**src/rtl/dmem_access.sv**
```systemverilog
// dmem_access: load/store sequencer for a word-wide synchronous data RAM.
// Optional DMEM_ALIGN_CHECK_EN enables alignment fault detection.
module dmem_access #(
   parameter int ADDR_W = 11
) (
   input  logic              clk,
   input  logic              rst,
   input  logic              req,
   input  logic              we,
   input  logic [1:0]        size,
   input  logic [31:0]       addr,
   input  logic [31:0]       wdata,
   output logic              busy,
   output logic              done,
   output logic [31:0]       rdata,
   output logic              misalign,
   output logic              ram_en,
   output logic              ram_we,
   output logic [ADDR_W-1:0] ram_addr,
   output logic [31:0]       ram_wdata,
   input  logic [31:0]       ram_rdata
);

   typedef enum logic [2:0] {
      IDLE,
      RD,
      WAIT,
      WR,
      DONE
   } state_t;

   state_t            state;
   state_t            state_nxt;
   logic              we_q;
   logic [1:0]        size_q;
   logic [ADDR_W+1:0] addr_q;
   logic [31:0]       wd_q;
   logic              req_word;
   logic              req_fault;
   logic              q_byte;
   logic              q_half;
   logic [31:0]       lane_data;
   logic [31:0]       merged;
   logic              unused_addr;

   // addresses alias above the RAM window
   assign unused_addr = ^addr[31:ADDR_W+2];

   assign ram_addr  = addr_q[ADDR_W+1:2];
   assign ram_wdata = wd_q;
   assign q_byte    = (size_q == 2'b10);
   assign q_half    = (size_q == 2'b01);

   // classify the incoming request
   always_comb begin
      req_word  = (size == 2'b00) || (size == 2'b11);
      req_fault = 1'b0;
`ifdef DMEM_ALIGN_CHECK_EN
      req_fault = ((size == 2'b01) && addr[0]) ||
                  (req_word && (addr[1:0] != 2'b00));
`endif
   end

   // lane extraction for loads and merge for partial stores
   always_comb begin
      lane_data = ram_rdata;
      merged    = wd_q;
      unique case (1'b1)
         q_byte: begin
            lane_data = {24'h0, ram_rdata[{addr_q[1:0], 3'b000} +: 8]};
            merged    = ram_rdata;
            merged[{addr_q[1:0], 3'b000} +: 8] = wd_q[7:0];
         end
         q_half: begin
            lane_data = {16'h0, ram_rdata[{addr_q[1], 4'b0000} +: 16]};
            merged    = ram_rdata;
            merged[{addr_q[1], 4'b0000} +: 16] = wd_q[15:0];
         end
         default: ;
      endcase
   end

   // state register
   always_ff @(posedge clk or posedge rst) begin
      if (rst) state <= IDLE;
      else     state <= state_nxt;
   end

   // next-state and RAM strobes
   always_comb begin
      state_nxt = state;
      busy      = 1'b1;
      done      = 1'b0;
      ram_en    = 1'b0;
      ram_we    = 1'b0;
      case (state)
         IDLE: begin
            busy = 1'b0;
            if (req) begin
               if (req_fault)          state_nxt = DONE;
               else if (we && req_word) state_nxt = WR;
               else                    state_nxt = RD;
            end
         end
         RD: begin
            ram_en    = 1'b1;
            state_nxt = WAIT;
         end
         WAIT: begin
            state_nxt = we_q ? WR : DONE;
         end
         WR: begin
            ram_en    = 1'b1;
            ram_we    = 1'b1;
            state_nxt = DONE;
         end
         DONE: begin
            done      = 1'b1;
            state_nxt = IDLE;
         end
         default: state_nxt = IDLE;
      endcase
   end

   // request latch, load result and merged store word
   always_ff @(posedge clk or posedge rst) begin
      if (rst) begin
         we_q   <= 1'b0;
         size_q <= 2'b00;
         addr_q <= '0;
         wd_q   <= 32'h0;
         rdata  <= 32'h0;
      end else if (state == IDLE && req) begin
         we_q   <= we;
         size_q <= size;
         addr_q <= addr[ADDR_W+1:0];
         wd_q   <= wdata;
      end else if (state == WAIT) begin
         if (!we_q) rdata <= lane_data;
         else       wd_q  <= merged;
      end
   end

`ifdef DMEM_ALIGN_CHECK_EN
   // fault flag follows each accepted request
   always_ff @(posedge clk or posedge rst) begin
      if (rst)                      misalign <= 1'b0;
      else if (state == IDLE && req) misalign <= req_fault;
   end
`else
   assign misalign = 1'b0;
`endif

endmodule
```
**config.mk**
```make
export PLATFORM = sky130hd
export DESIGN_NAME = dmem_access
export DESIGN_NICKNAME = d
export VERILOG_FILES = /design/src/rtl/dmem_access.sv
export SDC_FILE = /design/constraint.sdc
export NUM_CORES = 1
export LEC_CHECK = 0
export ABC_AREA = 1
export BUFFER_PORTS_ARGS = -buffer_cell sky130_fd_sc_hd__buf_2
export CORE_ASPECT_RATIO = 0.75
export CORE_MARGIN = 8
export CORE_UTILIZATION = 55
export CTS_BUF_LIST = sky130_fd_sc_hd__clkbuf_2 sky130_fd_sc_hd__clkbuf_4 sky130_fd_sc_hd__clkbuf_8
export CTS_CLUSTER_DIAMETER = 60
export DETAILED_ROUTE_END_ITERATION = 10
export GPL_ROUTABILITY_DRIVEN = 0
export PLACE_DENSITY = 0.87
export SYNTH_ARGS = -nofsm -noshare
export SYNTH_HDL_FRONTEND = slang
export SYNTH_SLANG_ARGS = --single-unit
```
**constraint.sdc**
```tcl
create_clock -name clk -period 5.7 [get_ports clk]
set_input_delay 0.57 -clock clk [delete_from_list [all_inputs] [get_ports clk]]
set_output_delay 0.57 -clock clk [all_outputs]
set_load 0.01 [all_outputs]
```
# Word level (Yosys, flattened, before mapping)
# Index checks and enable logic that the tools add are counted.
# Widths: inputs -> output; s select.
# totals
mem_bits_rw	0
latch_bits	0
input_bits	102
elab_cells	50
output_inout_bits	80
reg_bits	83
rom_bits	0
n_memories	0
# op_classes
n_reduce_logical	11
n_shift	6
muxes	15
n_lt_le_gt_ge	0
n_eq_ne	8
n_bitwise	2
mul	0
addsub	2
n_div	0
# ops
cell	count
$pmux 32 s2	2
$mux 32	3
$bwmux 32	2
$shift 16x7->32 const A	1
$shift 8x7->32 const A	1
$shiftx 16x7->32	1
$shiftx 32x6->16	1
$shiftx 32x6->8	1
$shiftx 8x7->32	1
$neg 5->7	2
$pmux 3 s4	1
$eq 3x2->1 const B	2
$mux 3	2
$reduce_and 3->1	2
$eq 2x2->1 const B	2
$mux 1	4
$reduce_bool 2->1	2
$eq 3x1->1 const B	1
$eq 3x3->1 const B	1
$logic_not 3->1	1
$reduce_bool 3->1	1
$eq 2x1->1 const B	1
$logic_and 1x1->1	2
$logic_not 2->1	1
5 further kinds	6

# Depth between registers and ports, before layout
# Gate-level depths: netlist of the first run.
# logic_depth
ltp_word	7
depth_mapped	12
mapped_depth_nobuf	10

# Least setup slack after synthesis of the first run
# Ideal clock, no wire load.
# synth_path
kind	reg-to-reg
startpoint	register addr_q[0]
endpoint	register wd_q[8], in the netlist ram_wdata[8]
n_path_buf	3
t_required_ps	5635
setup_ps	65
setup_slack_ps	3704
t_arrival_ps	1932
period_less_slack_ps	1996
stages_incl_launch_ff	13
cell_sequence	dfrtp_1 clkbuf_1 inv_1 clkbuf_1 ha_1 inv_1 clkbuf_1 nand3_1 o21ai_0 nand2_1 nand2_1 nand2_1 nand2_1
# synth_via
elab_chain_cells	7
word_cells_on_any_way	8
cone_classes	add/sub (1); shift (2); mux (5)
# synth_rtl
item	line_no	source
start, declared	36	logic [ADDR_W+1:0] addr_q;
start signal, assigned	136	addr_q <= addr[ADDR_W+1:0];
$neg 5->7 *	72	merged[{addr_q[1:0], 3'b000} +: 8] = wd_q[7:0];
$shiftx 8x7->32 / $shift 8x7->32 (equally long branches)	72	
$bwmux 32 *	72	
$pmux 32 s2 *	68	unique case (1'b1)
$mux 32 *	139	if (!we_q) rdata <= lane_data;
$mux 32 *	138	end else if (state == WAIT) begin
$mux 32 *	133	end else if (state == IDLE && req) begin
end signal, assigned	137	wd_q <= wdata;
end signal, assigned	140	else wd_q <= merged;
end, declared	37	logic [31:0] wd_q;
# Every way passes the cells marked *; elsewhere a longest branch is shown, timed or not. The select of a mux whose other input is x is not followed.
# A chain may end at the register's enable or synchronous reset.

# Final worst setup path of the first run
# layout_path
startpoint	register addr_q[0]
endpoint	register wd_q[27], in the netlist ram_wdata[27]
# Same word-level chain as after synthesis.

==> impl_metrics.csv, run 1 <==
group,metric,value,unit
worst_setup_path,worst_path_most_repeated_cell,"nand2_1",
worst_setup_path,critical_path_arrival,3.30,ns
worst_setup_path,critPathRequiredTime,6.02,ns
sta,finalCritPeriodShare,0.523,
cells_and_area,fin_nets,1046,
floorplanning,dieArea,13000,sq um
cells_and_area,layout-drive-gt1-share,0.205,
routing,vias,5681,
sta,setup_viol,0,
synthesis,synth_top_area_frac,0.394,
floorplanning,die_h,101,microns
worst_setup_path,end_kind,"register",
synthesis,synth_mux_area_frac,0,
worst_setup_path,worstPathCellList,"inv_1 > ha_1 > inv_1 > nand3_1 > o21ai_0 > nand2_1 > nand2_1 > nand2_1 > nand2_1",
worst_setup_path,slowest_stage,"dfrtp_1",
synthesis,syn_inst,816,
synthesis,ys_seq_area_frac,0.394,
synthesis,synth_fa_ha_area_frac,0.0166,
worst_setup_path,crit_family,"buffers and inverters",
sta,period_minus_slack,2.98,ns
synthesis,synth_cell_types,25,
run_status,status,"complete, no violations",
sta,hold_violations,0,
cells_and_area,syn2layout_area_growth,17.0,%
floorplanning,core,9500,sq um
power,power,3520,uW
worst_setup_path,cp-start-kind,"register",
sta,fin_hold_ws,0.382,ns
global_route,grt_max_degree,84,
synthesis,synth_compound_area_frac,0.133,
clock_tree,post_cts_buffers,0,
sta,skew,0.00992,ns
clock_tree,cts_root_buf,"clkbuf_8",
floorplanning,num_rows,31,
routing,ant_nets,0,
run,drv_cap,0,
sta,grt_setup_unrepaired,"false",
global_route,grt_pass1_wl,26400,microns
synthesis,syn_avg_cell_area,6.47,sq um
sta,slew_headroom,0.294,
cells_and_area,regArea,2080,sq um
worst_hold_path,hold_path.class,"in -> reg",
worst_setup_path,path_class,"reg -> reg",
synthesis,synth_area_leaders,"dfrtp_1 39%, nand2_1 26%, o21ai_0 5.9%",
power,leakage,0.00356,uW
sta,fin_setup_tns,0,ns
cells_and_area,multi_input_area,2690,sq um
worst_setup_path,max_stage_delay,0.88,ns
clock_tree,cts_resized,0,
global_route,grt_pass1_vias,5295,
synthesis,synth_top_family_by_area,"simple AND/OR/NAND/NOR gates",
global_route,grt.total_usage,0.257,
routing,via_per_inst,5.28,
clock_tree,cts_tree,"done",
floorplanning,boundaryPins,182,
routing,drt_first_pass_iters,8,
clock_tree,cts_buffers,9,
clock_tree,htreeDepth,3,
sta,tightestPinTransition,1.06,ns
routing,drc,0,
synthesis,syn_nets,925,
synthesis,synth_area_leader_cell,"dfrtp_1",
cells_and_area,fill_cells,911,
global_route,antenna_found_initial,0,
synthesis,synth_edf_count,0,
clock_tree,cts_buffer_depth,2,
synthesis,ys_async_sr_fraction,1.00,
global_route,grt_remaining_overflow,0,
clock_tree,clock_sinks,83,
worst_setup_path,cp_num_buf_inv,2,
synthesis,synth_xor_area_frac,0.00166,
clock_tree,hold_buffers,0,
routing,avgRoutedWirePerCell,15.8,microns
floorplanning,initial_utilization,0.555,
clock_tree,clkLatencyLatePin,0.38,ns
clock_tree,clk_pin_slew_worst_paths,0.09,ns
power,power_density,570,nW/um^2
synthesis,syn_area,5280,sq um
sta,max_freq,335,MHz
synthesis,yosys_warnings,0,
synthesis,synth-seq-cells,83,
place,dp_hpwl,12300,microns
synthesis,synth_flop_cell,"dfrtp_1",
power,vdd_drop_max,0.519,mV
routing,wl,16900,microns
sta,drv_slew,0,
routing,drt_iter0_markers,726,
worst_setup_path,crit_path_max_fanout,27,
synthesis,yosys.area_share.simple,0.358,
place,port_buffers,161,
floorplanning,die_w,129,microns
[power breakdown]
group	switching [uW]	internal, uW	leakage, uW
Sequential	217	860	0.00104
Combinational	1360	676	0.00243
Clock	237	174	0.0000933
Total	1810	1710	0.00356
[logic make-up (layout without fill, tap and decap cells)]
kind of cell	count (synthesis)	after routing
XOR/XNOR	1	1
buffers and inverters	113	239
adder cells (fa/ha/maj)	7	7
AND/OR/NAND/NOR	482	482
flip-flops	83	83
other	1	2
AO/OA/AOI/OAI	129	129
[cell type report]
class,count,share of cell area
clock inverter,6,0.00770
tap,132,0.0267
multi-input combinational,620,0.436
inverter,59,0.0365
sequential,83,0.336
antenna,1,0.000405
timing repair buffer,164,0.134
clock buffer,10,0.0223
[Yosys cell counts, types with 8 or more instances]
cell type / instances
nand2_1: 362
nor2_1: 68
inv_1: 55
dfrtp_1: 83
o31ai_1: 16
clkbuf_1: 19
o21ai_1: 8
o21ai_0: 62
a21oi_1: 41
buf_2: 17
nand3_1: 43
buf_4: 17
[sequential cells by signal, summed over array words and instances (netlist names)]
| signal | cells |
|---|---|
| state | 3 |
| size_q | 2 |
| rdata | 32 |
| addr_q | 13 |
| ram_wdata | 32 |
| we_q | 1 |
[layout by cell type (no fill, tap or decap), types with 3 or more instances in the layout]
cell and instances:
nand2_1 362, o31ai_1 16, a21oi_1 41, nor2_2 3
dfrtp_1 83, o21ai_1 8, buf_4 3, o21ai_0 62
inv_2 3, inv_1 54, buf_2 161, nor2_1 68
nand3_1 42, clkbuf_8 10, ha_1 7
[per-stage QoR]
stage | util | cell area, sq um | cells | setup WS (ns)
2_1_floorplan | - | 5280 | 816 | 2.99
3_3_place_gp | 0.630 | 5990 | 1058 | 2.92
3_5_place_dp | 0.630 | 5990 | 1058 | 2.89
4_1_cts | 0.650 | 6170 | 1074 | 2.87
5_1_grt | 0.650 | 6170 | 1074 | 2.49
6_report | 0.650 | 6180 | 1075 | 2.72
[worst min-delay path: stages]
cell and delay, ns:
buf_2 0.07, nand2_1 0.04, nand2_1 0.04
[layer usage]
layer  GRT usage  routed length [microns]
met1       0.355                     7520
met2       0.373                     6970
met3      0.0745                     2040
met4      0.0864                      401
met5           0                        0
[worst paths after layout]
check | start | to | depth (start not counted) | slack, ns
worst max-delay path | addr_q[0] | ram_wdata[27] | 9 | 2.72
worst min-delay path | addr[8] | addr_q[8] | 3 | 0.38
worst max register to register | addr_q[0] | ram_wdata[27] | 9 | 2.72
worst min register to register | rdata[6] | rdata[6] | 2 | 0.48
max in group asynchronous | rst | rdata[20] | 3 | 4.49
min in group asynchronous | rst | ram_wdata[8] | 3 | 0.47
(Power assumes the default switching activity.)
==> run 2, diff against run 1 <==
--- a/config.mk
+++ b/config.mk
@@ -9,12 +9,12 @@
 export BUFFER_PORTS_ARGS = -buffer_cell sky130_fd_sc_hd__buf_2
 export CORE_ASPECT_RATIO = 0.75
 export CORE_MARGIN = 8
-export CORE_UTILIZATION = 55
+export CORE_UTILIZATION = 47
 export CTS_BUF_LIST = sky130_fd_sc_hd__clkbuf_2 sky130_fd_sc_hd__clkbuf_4 sky130_fd_sc_hd__clkbuf_8
 export CTS_CLUSTER_DIAMETER = 60
 export DETAILED_ROUTE_END_ITERATION = 10
 export GPL_ROUTABILITY_DRIVEN = 0
-export PLACE_DENSITY = 0.87
+export PLACE_DENSITY = 0.79
 export SYNTH_ARGS = -nofsm -noshare
 export SYNTH_HDL_FRONTEND = slang
 export SYNTH_SLANG_ARGS = --single-unit
==> constraint.sdc (replaced) <==
create_clock -name clk -period 2.7 [get_ports clk]
set_input_delay 0.27 -clock clk [delete_from_list [all_inputs] [get_ports clk]]
set_output_delay 0.27 -clock clk [all_outputs]
set_load 0.01 [all_outputs]
==> run 2 against run 1 <==
Against the previous run:
- cell count rose by 1.8%
- register-to-register slack got worse by 2.2 ns
- sequential share of layout area fell by 0.60 points
- core utilization fell by 7.5 points
- clock skew fell by 0.0018 ns
- largest power group unchanged
==> impl_metrics.csv, run 2 (same netlist as run 1, synthesis figures left out) <==
group,metric,value,unit
cells_and_area,syn2layout_area_growth,19.2,%
floorplanning,core,10900,sq um
routing,drt_first_pass_iters,5,
run_status,status,"complete, no violations",
routing,drt_iter0_markers,689,
floorplanning,die_w,138,microns
cells_and_area,final_common_cell,"nand2_1",
power,power_density,1210,nW/um^2
clock_tree,cts_resized,0,
clock_tree,cts_buffers,9,
floorplanning,num_rows,33,
sta,setup_viol,0,
place,dp_hpwl,13000,microns
sta,fin_setup_tns,0,ns
global_route,grt_pass1_wl,28000,microns
worst_setup_path,critPathLaunch,"size_q[0]",
global_route,antenna_found_initial,0,
global_route,grt_pass1_vias,5403,
floorplanning,initial_utilization,0.482,
floorplanning,dieArea,14900,sq um
clock_tree,clock_sinks,83,
clock_tree,htreeDepth,3,
sta,drv_slew,0,
routing,drc,0,
place,post-place-cells,1075,
sta,worst_slack,0.512,ns
worst_setup_path,end_kind,"register",
clock_tree,clk_pin_slew_worst_paths,0.09,ns
sta,hold_violations,0,
clock_tree,cts_tree,"done",
cells_and_area,layout-drive-gt1-share,0.212,
routing,ant_nets,0,
place,pre_cts_ws,0.578,ns
routing,avgRoutedWirePerCell,15.8,microns
global_route,grt_remaining_overflow,0,
worst_setup_path,critical_path_arrival,2.49,ns
cells_and_area,fill_cells,1103,
global_route,grt.total_usage,0.229,
run,drv_cap,0,
power,power,7590,uW
clock_tree,cts_root_buf,"clkbuf_8",
worst_setup_path,rr_startpoint,"size_q[0]",
worst_setup_path,crit_path_max_fanout,28,
cells_and_area,regArea,2080,sq um
floorplanning,die_h,108,microns
sta,grt_setup_unrepaired,"false",
floorplanning,boundaryPins,182,
clock_tree,hold_buffers,0,
clock_tree,cts_buffer_depth,2,
worst_setup_path,path_class,"reg -> reg",
worst_hold_path,hold_path.class,"in -> async",
clock_tree,clkLatencyLatePin,0.37,ns
power,leakage,0.00361,uW
sta,max_freq,457,MHz
sta,finalCritPeriodShare,0.810,
power,vdd_drop_max,0.613,mV
cells_and_area,fin_nets,1055,
clock_tree,post_cts_buffers,0,
worst_setup_path,critPathRequiredTime,3.01,ns
worst_setup_path,cp-start-kind,"register",
cells_and_area,fin_cells,1094,
cells_and_area,final_cell_mix,"362 x nand2_1, 161 x buf_2, 83 x dfrtp_1",
routing,vias,5739,
global_route,grt_max_degree,65,
sta,tightestPinTransition,0.778,ns
sta,slew_headroom,0.481,
sta,skew,0.00813,ns
place,port_buffers,161,
cells_and_area,multi_input_area,2690,sq um
routing,via_per_inst,5.25,
routing,wl,17300,microns
sta,period_minus_slack,2.19,ns
==> run 2: final cells by class <==
class | count | share of cell area
multi-input cells | 620 | 0.428
flip-flops and latches | 83 | 0.330
repair buffers | 173 | 0.144
inverters | 59 | 0.0358
well taps | 140 | 0.0279
clock buffers | 10 | 0.0219
clock inverters | 6 | 0.0101
diodes | 3 | 0.00119
==> run 2: stage by stage <==
| stage | utilization | hold slack [ns] | instance area (sq um) |
|---|---|---|---|
| finish | 0.575 | 0.00255 | 6290 |
| global route | 0.574 | 0.0482 | 6280 |
| CTS | 0.574 | 0.0155 | 6280 |
| detailed placement | 0.556 | 0.423 | 6080 |
| global placement | 0.556 | 0.420 | 6080 |
| floorplan | - | 0.380 | 5280 |
==> run 2: power breakdown <==
part           switching [uW]  total (uW)  internal, uW
Combinational            2970        4470          1490
Clock                     476         928           452
Sequential                380        2200          1820
==> run 2: final timing paths <==
| kind | endpoint | slack (ns) | depth (start not counted) |
|---|---|---|---|
| max | ram_wdata[2] | 0.51 | 9 |
| min | addr_q[4] | 0.003 | 2 |
| max reg2reg | ram_wdata[2] | 0.51 | 9 |
| min reg2reg | ram_wdata[17] | 0.48 | 2 |
| max in group asynchronous | ram_wdata[4] | 2.02 | 3 |
| min in group clk | addr_q[7] | 0.09 | 3 |
==> run 2: layer usage <==
layer / GRT usage / vias up / share of wire
met2: 0.343 / 332 / 0.42
li1: - / 2820 / -
met5: 0 / - / 0
met3: 0.0600 / 27 / 0.10
met1: 0.321 / 2560 / 0.46
met4: 0.0626 / 0 / 0.014
==> run 2: critical path: stages, from the launching register on <==
cell,delay (ns)
dfrtp_1,0.37
inv_1,0.06
ha_1,0.43
inv_4,0.31
nand2_1,0.13
nor2_1,0.18
nand2_1,0.27
nand2_2,0.23
nand2_1,0.07
nand2_1,0.07
==> run 3, diff against run 2 <==
--- a/config.mk
+++ b/config.mk
@@ -9,12 +9,12 @@
 export BUFFER_PORTS_ARGS = -buffer_cell sky130_fd_sc_hd__buf_2
 export CORE_ASPECT_RATIO = 0.75
 export CORE_MARGIN = 8
-export CORE_UTILIZATION = 47
+export CORE_UTILIZATION = 52
 export CTS_BUF_LIST = sky130_fd_sc_hd__clkbuf_2 sky130_fd_sc_hd__clkbuf_4 sky130_fd_sc_hd__clkbuf_8
 export CTS_CLUSTER_DIAMETER = 60
 export DETAILED_ROUTE_END_ITERATION = 10
 export GPL_ROUTABILITY_DRIVEN = 0
-export PLACE_DENSITY = 0.79
+export PLACE_DENSITY = 0.82
 export SYNTH_ARGS = -nofsm -noshare
 export SYNTH_HDL_FRONTEND = slang
 export SYNTH_SLANG_ARGS = --single-unit
==> constraint.sdc (replaced) <==
create_clock -name clk -period 2.1 [get_ports clk]
set_input_delay 0.21 -clock clk [delete_from_list [all_inputs] [get_ports clk]]
set_output_delay 0.21 -clock clk [all_outputs]
set_load 0.01 [all_outputs]
==> run 3 against run 2 <==
Against the previous run:
- critical path depth is the same
- worst hold slack gained 0.033 ns
- core utilization up 6.1 points
- count of clock-buffer cells in the layout did not move
- via count rose by 1.3%
- total power increased by 31%
- critical endpoint is now ram_wdata[29]
- cell count is 0.37% higher
- sequential share of layout area decreased by 0.64 points
- largest cell class unchanged
- clock skew rose by 0.0024 ns
- clock power rose by 27%
==> impl_metrics.csv, run 3 (same netlist as run 1, synthesis figures left out) <==
group,metric,value,unit
clock_tree,cts_tree,"done",
worst_setup_path,critical_path_arrival,2.14,ns
global_route,grt_pass1_wl,27400,microns
global_route,grt_max_degree,78,
clock_tree,cts_buffers,9,
floorplanning,core,10100,sq um
power,vdd_drop_max,1.51,mV
run_status,status,"complete, no violations",
place,post-place-cells,1081,
cells_and_area,multi_input_area,2690,sq um
routing,drt_iter0_markers,809,
power,power_density,1550,nW/um^2
cells_and_area,fin_nets,1066,
place,place_area,6200,sq um
worst_setup_path,worst_path_most_repeated_cell,"nand2_1",
worst_setup_path,max_stage_delay,0.46,ns
floorplanning,die_h,103,microns
worst_setup_path,end_kind,"register",
floorplanning,boundaryPins,182,
clock_tree,cts_root_buf,"clkbuf_8",
worst_setup_path,worstPathCellList,"inv_1 > ha_1 > inv_1 > nand3_1 > o21ai_0 > nand2_1 > nand2_1 > nand2_1 > nand2_1",
global_route,antenna_found_initial,1,
floorplanning,die_w,132,microns
power,leakage,0.00367,uW
sta,drv_slew,0,
worst_setup_path,cp-start-kind,"register",
routing,avgRoutedWirePerCell,15.6,microns
cells_and_area,layout-drive-gt1-share,0.220,
floorplanning,initial_utilization,0.523,
sta,setup_viol,0,
sta,max_freq,546,MHz
cells_and_area,regArea,2080,sq um
routing,via_per_inst,5.29,
worst_setup_path,slowest_stage,"dfrtp_1",
run,drv_cap,0,
sta,finalCritPeriodShare,0.873,
global_route,grt_remaining_overflow,0,
place,port_buffers,161,
sta,hold_violations,0,
floorplanning,num_rows,32,
worst_setup_path,critPathRequiredTime,2.41,ns
cells_and_area,syn2layout_area_growth,21.5,%
clock_tree,cts_buffer_depth,2,
clock_tree,post_cts_buffers,0,
worst_hold_path,hold_path.class,"in -> reg",
clock_tree,clkLatencyLatePin,0.36,ns
worst_setup_path,path_class,"reg -> reg",
global_route,grt_pass1_vias,5394,
place,dp_hpwl,13100,microns
clock_tree,clk_pin_slew_worst_paths,0.09,ns
routing,drc,0,
floorplanning,dieArea,13700,sq um
sta,tightestPinTransition,0.586,ns
clock_tree,cts_resized,0,
routing,vias,5811,
sta,period_minus_slack,1.83,ns
cells_and_area,fin_cells,1098,
sta,grt_setup_unrepaired,"false",
worst_setup_path,crit_path_max_fanout,16,
cells_and_area,final_common_cell,"nand2_1",
cells_and_area,final_cell_mix,"362 x nand2_1, 161 x buf_2, 83 x dfrtp_1",
cells_and_area,fill_cells,937,
cells_and_area,fin_area,6410,sq um
clock_tree,htreeDepth,3,
clock_tree,clock_sinks,83,
routing,ant_nets,0,
routing,wl,17200,microns
sta,fin_setup_tns,0,ns
global_route,grt.total_usage,0.250,
routing,drt_first_pass_iters,5,
sta,skew,0.0105,ns
clock_tree,hold_buffers,1,
sta,slew_headroom,0.609,
==> run 3: worst max-delay path, delay by kind of cell (launching register included) <==
family          cells  cell delay (ns)
simple gates        5             0.50
compound gates      1             0.18
flops               1             0.46
buf+inv             2             0.43
fa+ha+maj           1             0.20
==> run 3: report_power, final <==
part	leakage (uW)	switching, uW	total, uW	internal, uW
logic	0.00254	3830	5930	2100
registers	0.00104	514	2850	2340
clock network	0.0000910	602	1180	579
total	0.00367	4950	9970	5020
==> run 3: layout make-up <==
class,instances,share of cell area
multi-input combinational,620,0.420
tap,136,0.0265
clock buffer,10,0.0215
sequential,83,0.324
timing repair buffer,184,0.163
antenna,1,0.000390
clock inverter,5,0.00956
inverter,59,0.0355
==> run 3: per-layer routing <==
| metal | global-route usage | share of wire | wire (microns) | vias to the layer above |
|---|---|---|---|---|
| met1 | 0.335 | 0.44 | 7630 | 2622 |
| met2 | 0.365 | 0.42 | 7160 | 321 |
| met3 | 0.0931 | 0.12 | 1990 | 31 |
| li1 | - | - | - | 2835 |
| met5 | 0 | 0.00047 | 8 | - |
| met4 | 0.0843 | 0.022 | 384 | 2 |
==> run 3: stage by stage <==
| step | setup slack [ns] | power, uW | util | hold WS [ns] |
|---|---|---|---|---|
| 6_report | 0.267 | 9970 | 0.636 | 0.0358 |
| 5_1_grt | 0.0466 | 10900 | 0.635 | 0.0274 |
| 4_1_cts | 0.320 | 9940 | 0.635 | 0.0225 |
| 3_5_place_dp | 0.328 | 8730 | 0.615 | 0.312 |
| 3_3_place_gp | 0.351 | 8610 | 0.615 | 0.318 |
| 2_1_floorplan | 0.104 | 6870 | - | 0.320 |
==> run 3: path summary, 6_finish.rpt <==
path / from / end / slack (ns) / depth (start not counted)
setup / recovery: addr_q[1] / ram_wdata[29] / 0.27 / 9
hold / removal: addr[8] / addr_q[8] / 0.04 / 3
setup reg to reg: addr_q[1] / ram_wdata[29] / 0.27 / 9
hold reg to reg: rdata[4] / rdata[4] / 0.48 / 2
max in group asynchronous: rst / rdata[20] / 1.10 / 4
min in group asynchronous: rst / ram_wdata[27] / 0.46 / 3
